[src/rtl/ref_updown_ctrl.sv]
// ref_updown_ctrl: debounced up/down push-button control of a saturating reference value.
module ref_updown_ctrl #(
  parameter int RESOLUTION_BITS = 8,
  parameter int INIT_VALUE      = 128,
  parameter int STEP            = 1,
  parameter int DEBOUNCE_BITS   = 20,
  parameter int HOLD_BITS       = 24,
  parameter int REPEAT_BITS     = 22
) (
  input  logic                       clk,
  input  logic                       rst,
  input  logic                       sum,
  input  logic                       rest,
  output logic [RESOLUTION_BITS-1:0] ref_out,
  output logic                       upd,
  output logic                       sum_db,
  output logic                       rest_db
);
  localparam int RB = RESOLUTION_BITS;
  localparam int DB = DEBOUNCE_BITS;
  localparam int CW = (HOLD_BITS > REPEAT_BITS) ? HOLD_BITS : REPEAT_BITS;
  localparam logic [DB-1:0] DB_TERM = DB'((2 ** DB) - 2);
  localparam logic [RB:0]   STEP_W  = (RB + 1)'(STEP);
  localparam logic [RB-1:0] MAX_V   = {RB{1'b1}};
  typedef enum logic [1:0] {IDLE, HOLD, RPT} state_t;
  state_t state_q, state_d;
  logic [1:0] s1_q, s1_d, s2_q, s2_d, db_q, db_d;
  logic [DB-1:0] dcnt_q [2];
  logic [DB-1:0] dcnt_d [2];
  logic [CW-1:0] cnt_q, cnt_d;
  logic [RB-1:0] ref_q, ref_d;
  logic [RB:0] inc_w, dec_w;
  logic dir_q, dir_d, upd_q, upd_d, up, dn, step;
  always_comb begin
    s1_d = {rest, sum};
    s2_d = s1_q;
    for (int i = 0; i < 2; i++) begin
      // Flip one count early so the level changes on the edge the count would hit all-ones.
      db_d[i]   = (s2_q[i] != db_q[i] && dcnt_q[i] == DB_TERM) ? ~db_q[i] : db_q[i];
      dcnt_d[i] = (s2_q[i] == db_q[i] || dcnt_q[i] == DB_TERM) ? '0 : dcnt_q[i] + DB'(1);
    end
    up      = !db_q[0] && db_q[1];
    dn      = !db_q[1] && db_q[0];
    step    = 1'b0;
    state_d = state_q;
    dir_d   = dir_q;
    cnt_d   = cnt_q + CW'(1);
    case (state_q)
      IDLE: begin
        cnt_d = '0;
        if (up || dn) begin
          step    = 1'b1;
          state_d = HOLD;
          dir_d   = up;
        end
      end
      HOLD: begin
        if (!(dir_q ? up : dn)) begin
          state_d = IDLE;
          cnt_d   = '0;
        end else if (cnt_q[HOLD_BITS-1:0] == '1) begin
          step    = 1'b1;
          state_d = RPT;
          cnt_d   = '0;
        end
      end
      RPT: begin
        if (!(dir_q ? up : dn)) begin
          state_d = IDLE;
          cnt_d   = '0;
        end else if (cnt_q[REPEAT_BITS-1:0] == '1) begin
          step  = 1'b1;
          cnt_d = '0;
        end
      end
      default: begin
        state_d = IDLE;
        cnt_d   = '0;
      end
    endcase
    inc_w = {1'b0, ref_q} + STEP_W;
    dec_w = {1'b0, ref_q} - STEP_W;
    ref_d = !step ? ref_q : dir_d ? (inc_w > {1'b0, MAX_V} ? MAX_V : inc_w[RB-1:0])
                                  : (dec_w[RB] ? '0 : dec_w[RB-1:0]);
    upd_d = ref_d != ref_q;
  end
  always_ff @(posedge clk) begin
    if (!rst) begin
      s1_q    <= 2'b11;
      s2_q    <= 2'b11;
      db_q    <= 2'b11;
      dcnt_q  <= '{default: '0};
      cnt_q   <= '0;
      state_q <= IDLE;
      dir_q   <= 1'b0;
      ref_q   <= RB'(INIT_VALUE);
      upd_q   <= 1'b0;
    end else begin
      s1_q    <= s1_d;
      s2_q    <= s2_d;
      db_q    <= db_d;
      dcnt_q  <= dcnt_d;
      cnt_q   <= cnt_d;
      state_q <= state_d;
      dir_q   <= dir_d;
      ref_q   <= ref_d;
      upd_q   <= upd_d;
    end
  end
  assign ref_out = ref_q;
  assign upd     = upd_q;
  assign sum_db  = db_q[0];
  assign rest_db = db_q[1];
endmodule
[config.mk]
export PLATFORM = sky130hd
export DESIGN_NAME = ref_updown_ctrl
export DESIGN_NICKNAME = d
export VERILOG_FILES = /design/src/rtl/ref_updown_ctrl.sv
export SDC_FILE = /design/constraint.sdc
export NUM_CORES = 1
export LEC_CHECK = 0
export ABC_AREA = 1
export CAP_MARGIN = 20
export CORE_AREA = 2 2 96 98
export DETAILED_ROUTE_END_ITERATION = 10
export DIE_AREA = 0 0 98 100
export GPL_TIMING_DRIVEN = 1
export HOLD_SLACK_MARGIN = 0.12
export PLACE_DENSITY_LB_ADDON = 0.2
export REMOVE_ABC_BUFFERS = 1
export SLEW_MARGIN = 40
export SYNTH_ARGS = -nofsm -noshare
export SYNTH_HDL_FRONTEND = slang
export SYNTH_SLANG_ARGS = --single-unit
[constraint.sdc]
create_clock -name clk -period 2.1 [get_ports clk]
set_input_delay 0.42 -clock clk [delete_from_list [all_inputs] [get_ports clk]]
set_output_delay 0.42 -clock clk [all_outputs]
set_load 0.01 [all_outputs]
==> results of run 1 <==
logic make-up after synthesis:
kind of cell / share of synthesized area, %
fa+ha+maj: 4.08
buf+inv: 9.09
compound gates: 8.62
flops: 38.2
simple gates: 33.4
xor+xnor: 6.53
where the power goes:
part | internal, mW | switching, mW
clock | 0.693 | 0.624
combinational | 0.0150 | 0.0186
sequential | 1.56 | 0.00257
total | 2.27 | 0.645
final cells by class:
type / count / area share [%]
clock inverters: 7 / 2.20
flip-flops and latches: 82 / 34.1
multi-input cells: 408 / 47.1
repair buffers: 23 / 4.56
clock buffers: 9 / 2.57
well taps: 111 / 2.88
inverters: 84 / 6.64
sequential cells by signal, summed over array words and instances, names as in the netlist:
| signal | count |
|---|---|
| state_q | 2 |
| s1_q | 2 |
| dir_q | 1 |
| cnt_q | 24 |
| upd | 1 |
| dcnt_q | 40 |
| ref_out | 8 |
| db_q | 2 |
| s2_q | 2 |
layer usage:
layer / global-route usage (%) / up-vias
li1: - / 1915
met3: 3.34 / 10
met2: 29.1 / 39
met1: 22.6 / 1609
met4: 5.45 / 0
met5: 0 / -
path summary, 6_finish.rpt:
| kind | slack [ps] | cells past startpoint | endpoint |
|---|---|---|---|
| min | 420 | 1 | s2_q[0] |
| max reg2reg | 170 | 10 | ref_out[7] |
| max | 170 | 10 | ref_out[7] |
| min reg2reg | 420 | 1 | s2_q[0] |
stage by stage:
step	setup slack [ps]	total power, mW	instance area [µm²]
3_3_place_gp	156	1.63	4580
6_report	169	2.91	4820
4_1_cts	129	2.96	4810
2_1_floorplan	303	1.61	4220
3_5_place_dp	152	1.63	4580
5_1_grt	1.50	3.01	4820
cells in the final DEF, fill, tap and decap left out, drive strengths merged, types with 14 or more instances in the layout:
master	count
nand2	104
nor2	99
inv	87
dfxtp	82
nand3	40
o21ai	27
xor2	23
nor3	23
a21oi	21
nand4	15
ha	14
clkdlybuf4s50	14
==> flow_summary.json, run 1 <==
{
  "status": "finished, final reports clean",
  "grt_pass1_vias": 3364,
  "setup.worst_path.end_class": "flop",
  "clockBufferDepth": 2,
  "fin_cells": 724,
  "synth_area_um2": 4290,
  "grt_start_max_net_pins": 24,
  "yosysTopAreaCell": "dfxtp_1",
  "max_freq_ghz": 0.518,
  "fp-row-count": 35,
  "seqCellArea_um2": 1640,
  "whs_ps": 418,
  "core_area_um2": 8890,
  "first_pass_iters": 4,
  "grt.total_usage_pct": 17.3,
  "grt_pass1_wl_mm": 14.3,
  "slowest_delay_ps": 470,
  "io_pins": 15,
  "nets": 626,
  "rr_startpoint": "ref_out[1]",
  "maxSlewViolCount": 0,
  "p_per_area_nw_per_um2": 603,
  "initial_core_util_pct": 48.3,
  "antenna_found_initial": 0,
  "wl_met3_um": 200,
  "cts_resized": 0,
  "cp_num_buf_inv": 0,
  "die_w_um": 98,
  "critPathTopFamily": "simple AND/OR/NAND/NOR gates",
  "fin_util_pct": 54.3,
  "die-area_um2": 9800,
  "p_leak_nw": 1.80,
  "slew_headroom_pct": 75.2,
  "htree_levels": 3,
  "viasPerCell": 4.94,
  "setup_violations": 0,
  "crit_start": "ref_out[1]",
  "syn_inst": 584,
  "syn_to_final_growth_pct": 12.4,
  "synth_ff_type": "dfxtp_1",
  "synth_seq_cells": 82,
  "fill_cells": 886,
  "drtIter0Drc": 108,
  "ant_nets": 0,
  "finalCritPeriodShare_pct": 92.0,
  "cts_root_buf": "clkbuf_8",
  "async_reset_ff_share_pct": 0,
  "vias": 3573,
  "clk_pin_slew_ps": 90,
  "fp.dieH_um": 100,
  "cp_max_fo": 7,
  "dp.cells": 708,
  "maxCapViolCount": 0,
  "gp_congestion": 0.926,
  "drt-met1-wl_mm": 3.96,
  "yosysMostFrequentCell": "nand2_1",
  "layout_min_cycle_time_ps": 1930,
  "synthDistinctLibCells": 41,
  "synth-edff-count": 0,
  "yosysSeqAreaShare_pct": 38.2,
  "clock_skew_ps": 17.0,
  "crit_type": "flop to flop",
  "wl_met2_mm": 3.65,
  "drc": 0,
  "top_layer": "met4",
  "worst_path_most_repeated_cell": "nand2_1",
  "num_antenna_cells": 0,
  "cts_tree": "yes",
  "post_cts_buffers": 0,
  "peakVddDrop_mv": 0.260,
  "ys_warn_count": 0,
  "cts_hold_buf": 0,
  "rsz0062_at_grt": "no",
  "start_kind": "flop",
  "synth.top_cell.area_share_pct": 38.2,
  "numCtsBuffers": 9,
  "worstPathRequired_ps": 2350,
  "worstPathCellList": "ha_1 -> nand2_1 -> nor3_1 -> nor2_1 -> nand3_1 -> nand2_1 -> o21ai_0 -> o211ai_1 -> o21ai_1 -> nand2_1",
  "multiInputGateArea_um2": 2270,
  "gr-total-overflow": 0,
  "port_buffers": 14,
  "tightest_slew_ps": 369,
  "wl_per_cell_um": 11.0,
  "hold_class": "flop to flop",
  "cts_num_sinks": 82,
  "synthTopCellsByCount": "100 x nand2_1, 88 x nor2_1, 82 x dfxtp_1, 82 x inv_1, 34 x nand3_1",
  "clock_latency_ps": 360,
  "avgSynthCellArea_um2": 7.35,
  "synth_top_cells_by_area": "dfxtp_1 38%, nand2_1 8.7%, nor2_1 7.7%",
  "drt_wl_total_mm": 7.93,
  "setup_tns_ps": 0,
  "critPathSlowestCell": "dfxtp_1",
  "hold_start": "s1_q[0]",
  "hpwl_mm": 5.93,
  "hold_viol": 0,
  "arrival_ps": 2180,
  "layout-drive-gt1-share_pct": 11.1
}
No activity file was read; power rests on OpenSTA's default activity.
==> run 2, diff against run 1 <==
Settings changed: MAX_ROUTING_LAYER set to met4.
==> run 2 against run 1 <==
Effect of this change:
- wire length shrank 0.96%
- critical path type is now flop to output port
- final cell count shrank 0.41%
- largest power group unchanged
- setup slack lost 24 ps
==> flow_summary.json, run 2 (synthesized netlist as in run 1, its figures left out) <==
{
  "worstPathRequired_ps": 1680,
  "post_cts_buffers": 0,
  "fp.dieH_um": 100,
  "drt-met1-wl_mm": 3.84,
  "cts_tree": "yes",
  "total_power_mw": 2.59,
  "start_kind": "flop",
  "slowest_delay_ps": 620,
  "io_pins": 15,
  "status": "finished, final reports clean",
  "wl_met3_um": 246,
  "grt_pass1_vias": 3419,
  "cp_max_fo": 10,
  "clockBufferDepth": 2,
  "layout-drive-gt1-share_pct": 10.3,
  "fp-row-count": 35,
  "dpl-instance-area_um2": 4570,
  "drt_wl_total_mm": 7.85,
  "cts_num_sinks": 82,
  "final_cell_mix": "99 x nand2_1, 88 x nor2_1, 82 x inv_1",
  "largest-register": "dcnt_q",
  "p_leak_nw": 1.76,
  "wl_met2_mm": 3.70,
  "gp_congestion": 0.937,
  "first_pass_iters": 4,
  "wl_per_cell_um": 10.9,
  "initial_core_util_pct": 48.3,
  "setup_tns_ps": 0,
  "cp_num_buf_inv": 1,
  "cts_root_buf": "clkbuf_8",
  "gr-total-overflow": 0,
  "syn_to_final_growth_pct": 10.5,
  "tightest_slew_ps": 416,
  "vias": 3615,
  "rsz0062_at_grt": "no",
  "critPathSlowestCell": "clkdlybuf4s50_1",
  "htree_levels": 3,
  "hpwl_mm": 5.95,
  "crit_type": "flop to output port",
  "clk_pin_slew_ps": 70,
  "peakVddDrop_mv": 0.360,
  "worstPathCellList": "clkdlybuf4s50_1",
  "setup_violations": 0,
  "layout_min_cycle_time_ps": 1960,
  "cts_hold_buf": 0,
  "drc": 0,
  "clock_latency_ps": 340,
  "critPathTopFamily": "buffers and inverters",
  "grt_pass1_wl_mm": 14.2,
  "num_antenna_cells": 0,
  "die-area_um2": 9800,
  "finalInstanceArea_um2": 4750,
  "hold_viol": 0,
  "ant_nets": 0,
  "top_layer": "met4",
  "clock_skew_ps": 6.71,
  "die_w_um": 98,
  "fill_cells": 883,
  "arrival_ps": 1540,
  "drtIter0Drc": 119,
  "whs_ps": 413,
  "maxCapViolCount": 0,
  "hold_class": "flop to flop",
  "nets": 624,
  "viasPerCell": 5.01,
  "maxSlewViolCount": 0,
  "setup.worst_path.end_class": "output port",
  "grt_start_max_net_pins": 24,
  "core_area_um2": 8890,
  "grt.total_usage_pct": 17.7,
  "max_freq_ghz": 0.511,
  "numCtsBuffers": 9,
  "layout_commonest_cell": "nand2_1",
  "largest_reg_flops": 40,
  "finalCritPeriodShare_pct": 93.1,
  "p_per_area_nw_per_um2": 547,
  "port_buffers": 14,
  "slew_headroom_pct": 72.2,
  "cts_resized": 0,
  "antenna_found_initial": 0
}
==> run 2: worst reg2reg max path: cells and delay by family, from the launching register on <==
kind                     cells  cell delay (ps)
adder cells (fa/ha/maj)      1              230
buffers and inverters        2              230
flip-flops                   1              350
AND/OR/NAND/NOR              8              970
==> run 2: power by group <==
group / internal [mW] / total, mW / switching, mW
Combinational: 0.0138 / 0.0320 / 0.0182
Clock: 0.487 / 1.00 / 0.515
Sequential: 1.56 / 1.56 / 0.00249
Total: 2.06 / 2.59 / 0.536
==> run 2: final cells by class <==
class / count / area (µm²) / area share (%)
clock buffer: 13 / 159 / 3.35
clock inverter: 2 / 12.5 / 0.264
inverter: 84 / 320 / 6.75
multi-input combinational: 408 / 2270 / 47.7
sequential: 82 / 1650 / 34.7
tap: 111 / 139 / 2.93
timing repair buffer: 21 / 205 / 4.32
==> run 2: final timing paths <==
| path | from | slack [ps] | endpoint | depth (start not counted) |
|---|---|---|---|---|
| worst max-delay path | ref_out[5] | 140 | ref_out[5] | 1 |
| worst min-delay path | s1_q[1] | 410 | s2_q[1] | 1 |
| worst max register to register | ref_out[0] | 210 | upd | 11 |
| worst min register to register | s1_q[1] | 410 | s2_q[1] | 1 |
==> run 2: per-layer routing <==
layer	GRT usage, %	up-vias
met5	-	-
met1	21.2	1638
met3	4.18	8
li1	-	1918
met4	6.09	0
met2	29.2	51
==> run 2: through the flow <==
| step | instances | worst slack, ps | utilization [%] |
|---|---|---|---|
| floorplan | 574 | 303 | - |
| global placement | 706 | 180 | 51.4 |
| detailed placement | 706 | 152 | 51.4 |
| CTS | 721 | 137 | 53.3 |
| global route | 721 | 3.50 | 53.4 |
| finish | 721 | 145 | 53.4 |
==> run 3, diff against run 2 <==
--- a/config.mk
+++ b/config.mk
@@ -9,5 +9,5 @@
 export CAP_MARGIN = 20
-export CORE_AREA = 2 2 96 98
+export CORE_AREA = 2 2 114 116
 export DETAILED_ROUTE_END_ITERATION = 10
-export DIE_AREA = 0 0 98 100
+export DIE_AREA = 0 0 116 118
 export GPL_TIMING_DRIVEN = 1
@@ -17,2 +17,3 @@
 export REMOVE_ABC_BUFFERS = 1
+export SKIP_LAST_GASP = 1
 export SLEW_MARGIN = 40
==> constraint.sdc (replaced) <==
create_clock -name clk -period 2.1 [get_ports clk]
set_input_delay 0.525 -clock clk [delete_from_list [all_inputs] [get_ports clk]]
set_output_delay 0.525 -clock clk [all_outputs]
set_load 0.01 [all_outputs]
==> run 3 against run 2 <==
Effect of this change:
- wire length is 7.8% higher
- first-iteration DRC count is 8.4% higher
- sequential share of layout area is 2.0 points lower
- maximum frequency is 0.21% lower
- largest power group is now the clock network
==> flow_summary.json, run 3 (synthesized netlist as in run 1, its figures left out) <==
{
  "rr_startpoint": "ref_out[0]",
  "use_met1_pct": 17.4,
  "finalInstanceArea_um2": 5030,
  "num_antenna_cells": 0,
  "initial_core_util_pct": 34.6,
  "nets": 628,
  "die_w_um": 116,
  "p_leak_nw": 1.86,
  "setup_violations": 0,
  "clk_pin_slew_ps": 60,
  "antenna_found_initial": 0,
  "slowest_delay_ps": 600,
  "clock_skew_ps": 7.20,
  "met2_usage_pct": 20.8,
  "grt_pass1_vias": 3404,
  "grt.total_usage_pct": 13.5,
  "final_cell_mix": "97 x nand2_1, 87 x nor2_1, 82 x inv_1",
  "drtIter0Drc": 129,
  "critPathSlowestCell": "clkdlybuf4s50_1",
  "layout_commonest_cell": "nand2_1",
  "hold_viol": 0,
  "cp-endpoint": "ref_out[2]",
  "crit_start": "ref_out[2]",
  "crit-reg2reg-capture": "upd",
  "hold_class": "flop to flop",
  "clockBufferDepth": 2,
  "drt_wl_total_mm": 8.47,
  "io_pins": 15,
  "fin_util_pct": 40.5,
  "syn_to_final_growth_pct": 17.2,
  "viasPerCell": 4.53,
  "cts_root_buf": "clkbuf_16",
  "fp-row-count": 41,
  "arrival_ps": 1430,
  "gr-total-overflow": 0,
  "p_per_area_nw_per_um2": 642,
  "critPathTopFamily": "buffers and inverters",
  "reg2reg_setup_slack_ps": 160,
  "wl_per_cell_um": 10.8,
  "layout-drive-gt1-share_pct": 11.7,
  "start_kind": "flop",
  "gp_congestion": 0.932,
  "max_freq_ghz": 0.510,
  "core_area_um2": 12400,
  "first_pass_iters": 4,
  "grt_start_max_net_pins": 24,
  "worstSetupPathDepth": 1,
  "tightest_slew_ps": 436,
  "largest_reg_flops": 40,
  "port_buffers": 14,
  "maxSlewViolCount": 0,
  "worstPathRequired_ps": 1570,
  "worstPathCellList": "clkdlybuf4s50_1",
  "layout_min_cycle_time_ps": 1960,
  "ff2ff_path_depth": 15,
  "cp_num_buf_inv": 1,
  "met3_usage_pct": 2.94,
  "largest-register": "dcnt_q",
  "crit_type": "flop to output port",
  "setup.worst_path.end_class": "output port",
  "die-area_um2": 13700,
  "status": "finished, final reports clean",
  "vias": 3563,
  "cp_max_fo": 9,
  "slew_headroom_pct": 70.9,
  "dpl-instance-area_um2": 4670,
  "peakVddDrop_mv": 0.362,
  "grt_pass1_wl_mm": 14.8,
  "clock_latency_ps": 330,
  "maxCapViolCount": 0,
  "ant_nets": 0,
  "fp.dieH_um": 118,
  "drc": 0,
  "gr-max-usage-layer": "met2",
  "cts_num_sinks": 82,
  "finalCritPeriodShare_pct": 93.3,
  "numCtsBuffers": 9,
  "cts_tree": "yes",
  "htree_levels": 3,
  "hpwl_mm": 6.22
}
run 3: report_power, final:
group          internal [mW]  switching [mW]
combinational         0.0127          0.0182
clock                   1.02           0.617
sequential              1.56         0.00248
total                   2.59           0.637
run 3: cell type report:
type | count | area, µm²
inverters | 84 | 320
fillers | 1303 | 7380
clock inverters | 3 | 46.3
well taps | 172 | 215
repair buffers | 25 | 235
multi-input cells | 408 | 2300
clock buffers | 13 | 270
flip-flops and latches | 82 | 1640
run 3: worst min-delay path by stage:
stage,endpoint,startpoint,depth (start not counted),slack (ps)
floorplan,s2_q[0],s1_q[0],1,390
global placement,s2_q[1],s1_q[1],1,390
detailed placement,s2_q[1],s1_q[1],1,400
CTS,s2_q[1],s1_q[1],1,420
global route,s2_q[1],s1_q[1],1,420
finish,s2_q[1],s1_q[1],1,410
run 3: timing repair:
| action | CTS | global route |
|---|---|---|
| setup endpoints to repair | 0 | 4 |
| buffers inserted | 0 | 0 |
| resized for setup | 0 | 12 |
| hold buffers | 0 | 0 |
run 3: layer usage:
metal  routed length, µm  share of wire (%)
met1                4260                 50
met2                3920                 46
met3                 192                2.3
met4                  91                1.1
met5                   0                  0
run 3: stage by stage:
| step | instances | TNS (ps) | power [mW] | setup WS (ps) | hold slack (ps) |
|---|---|---|---|---|---|
| floorplan | 574 | 0 | 1.61 | 303 | 393 |
| global placement | 771 | 0 | 1.63 | 135 | 395 |
| detailed placement | 771 | 0 | 1.63 | 138 | 403 |
| CTS | 787 | 0 | 3.28 | 139 | 417 |
| global route | 787 | -78.2 | 3.35 | -46.1 | 423 |
| finish | 787 | 0 | 3.23 | 141 | 414 |
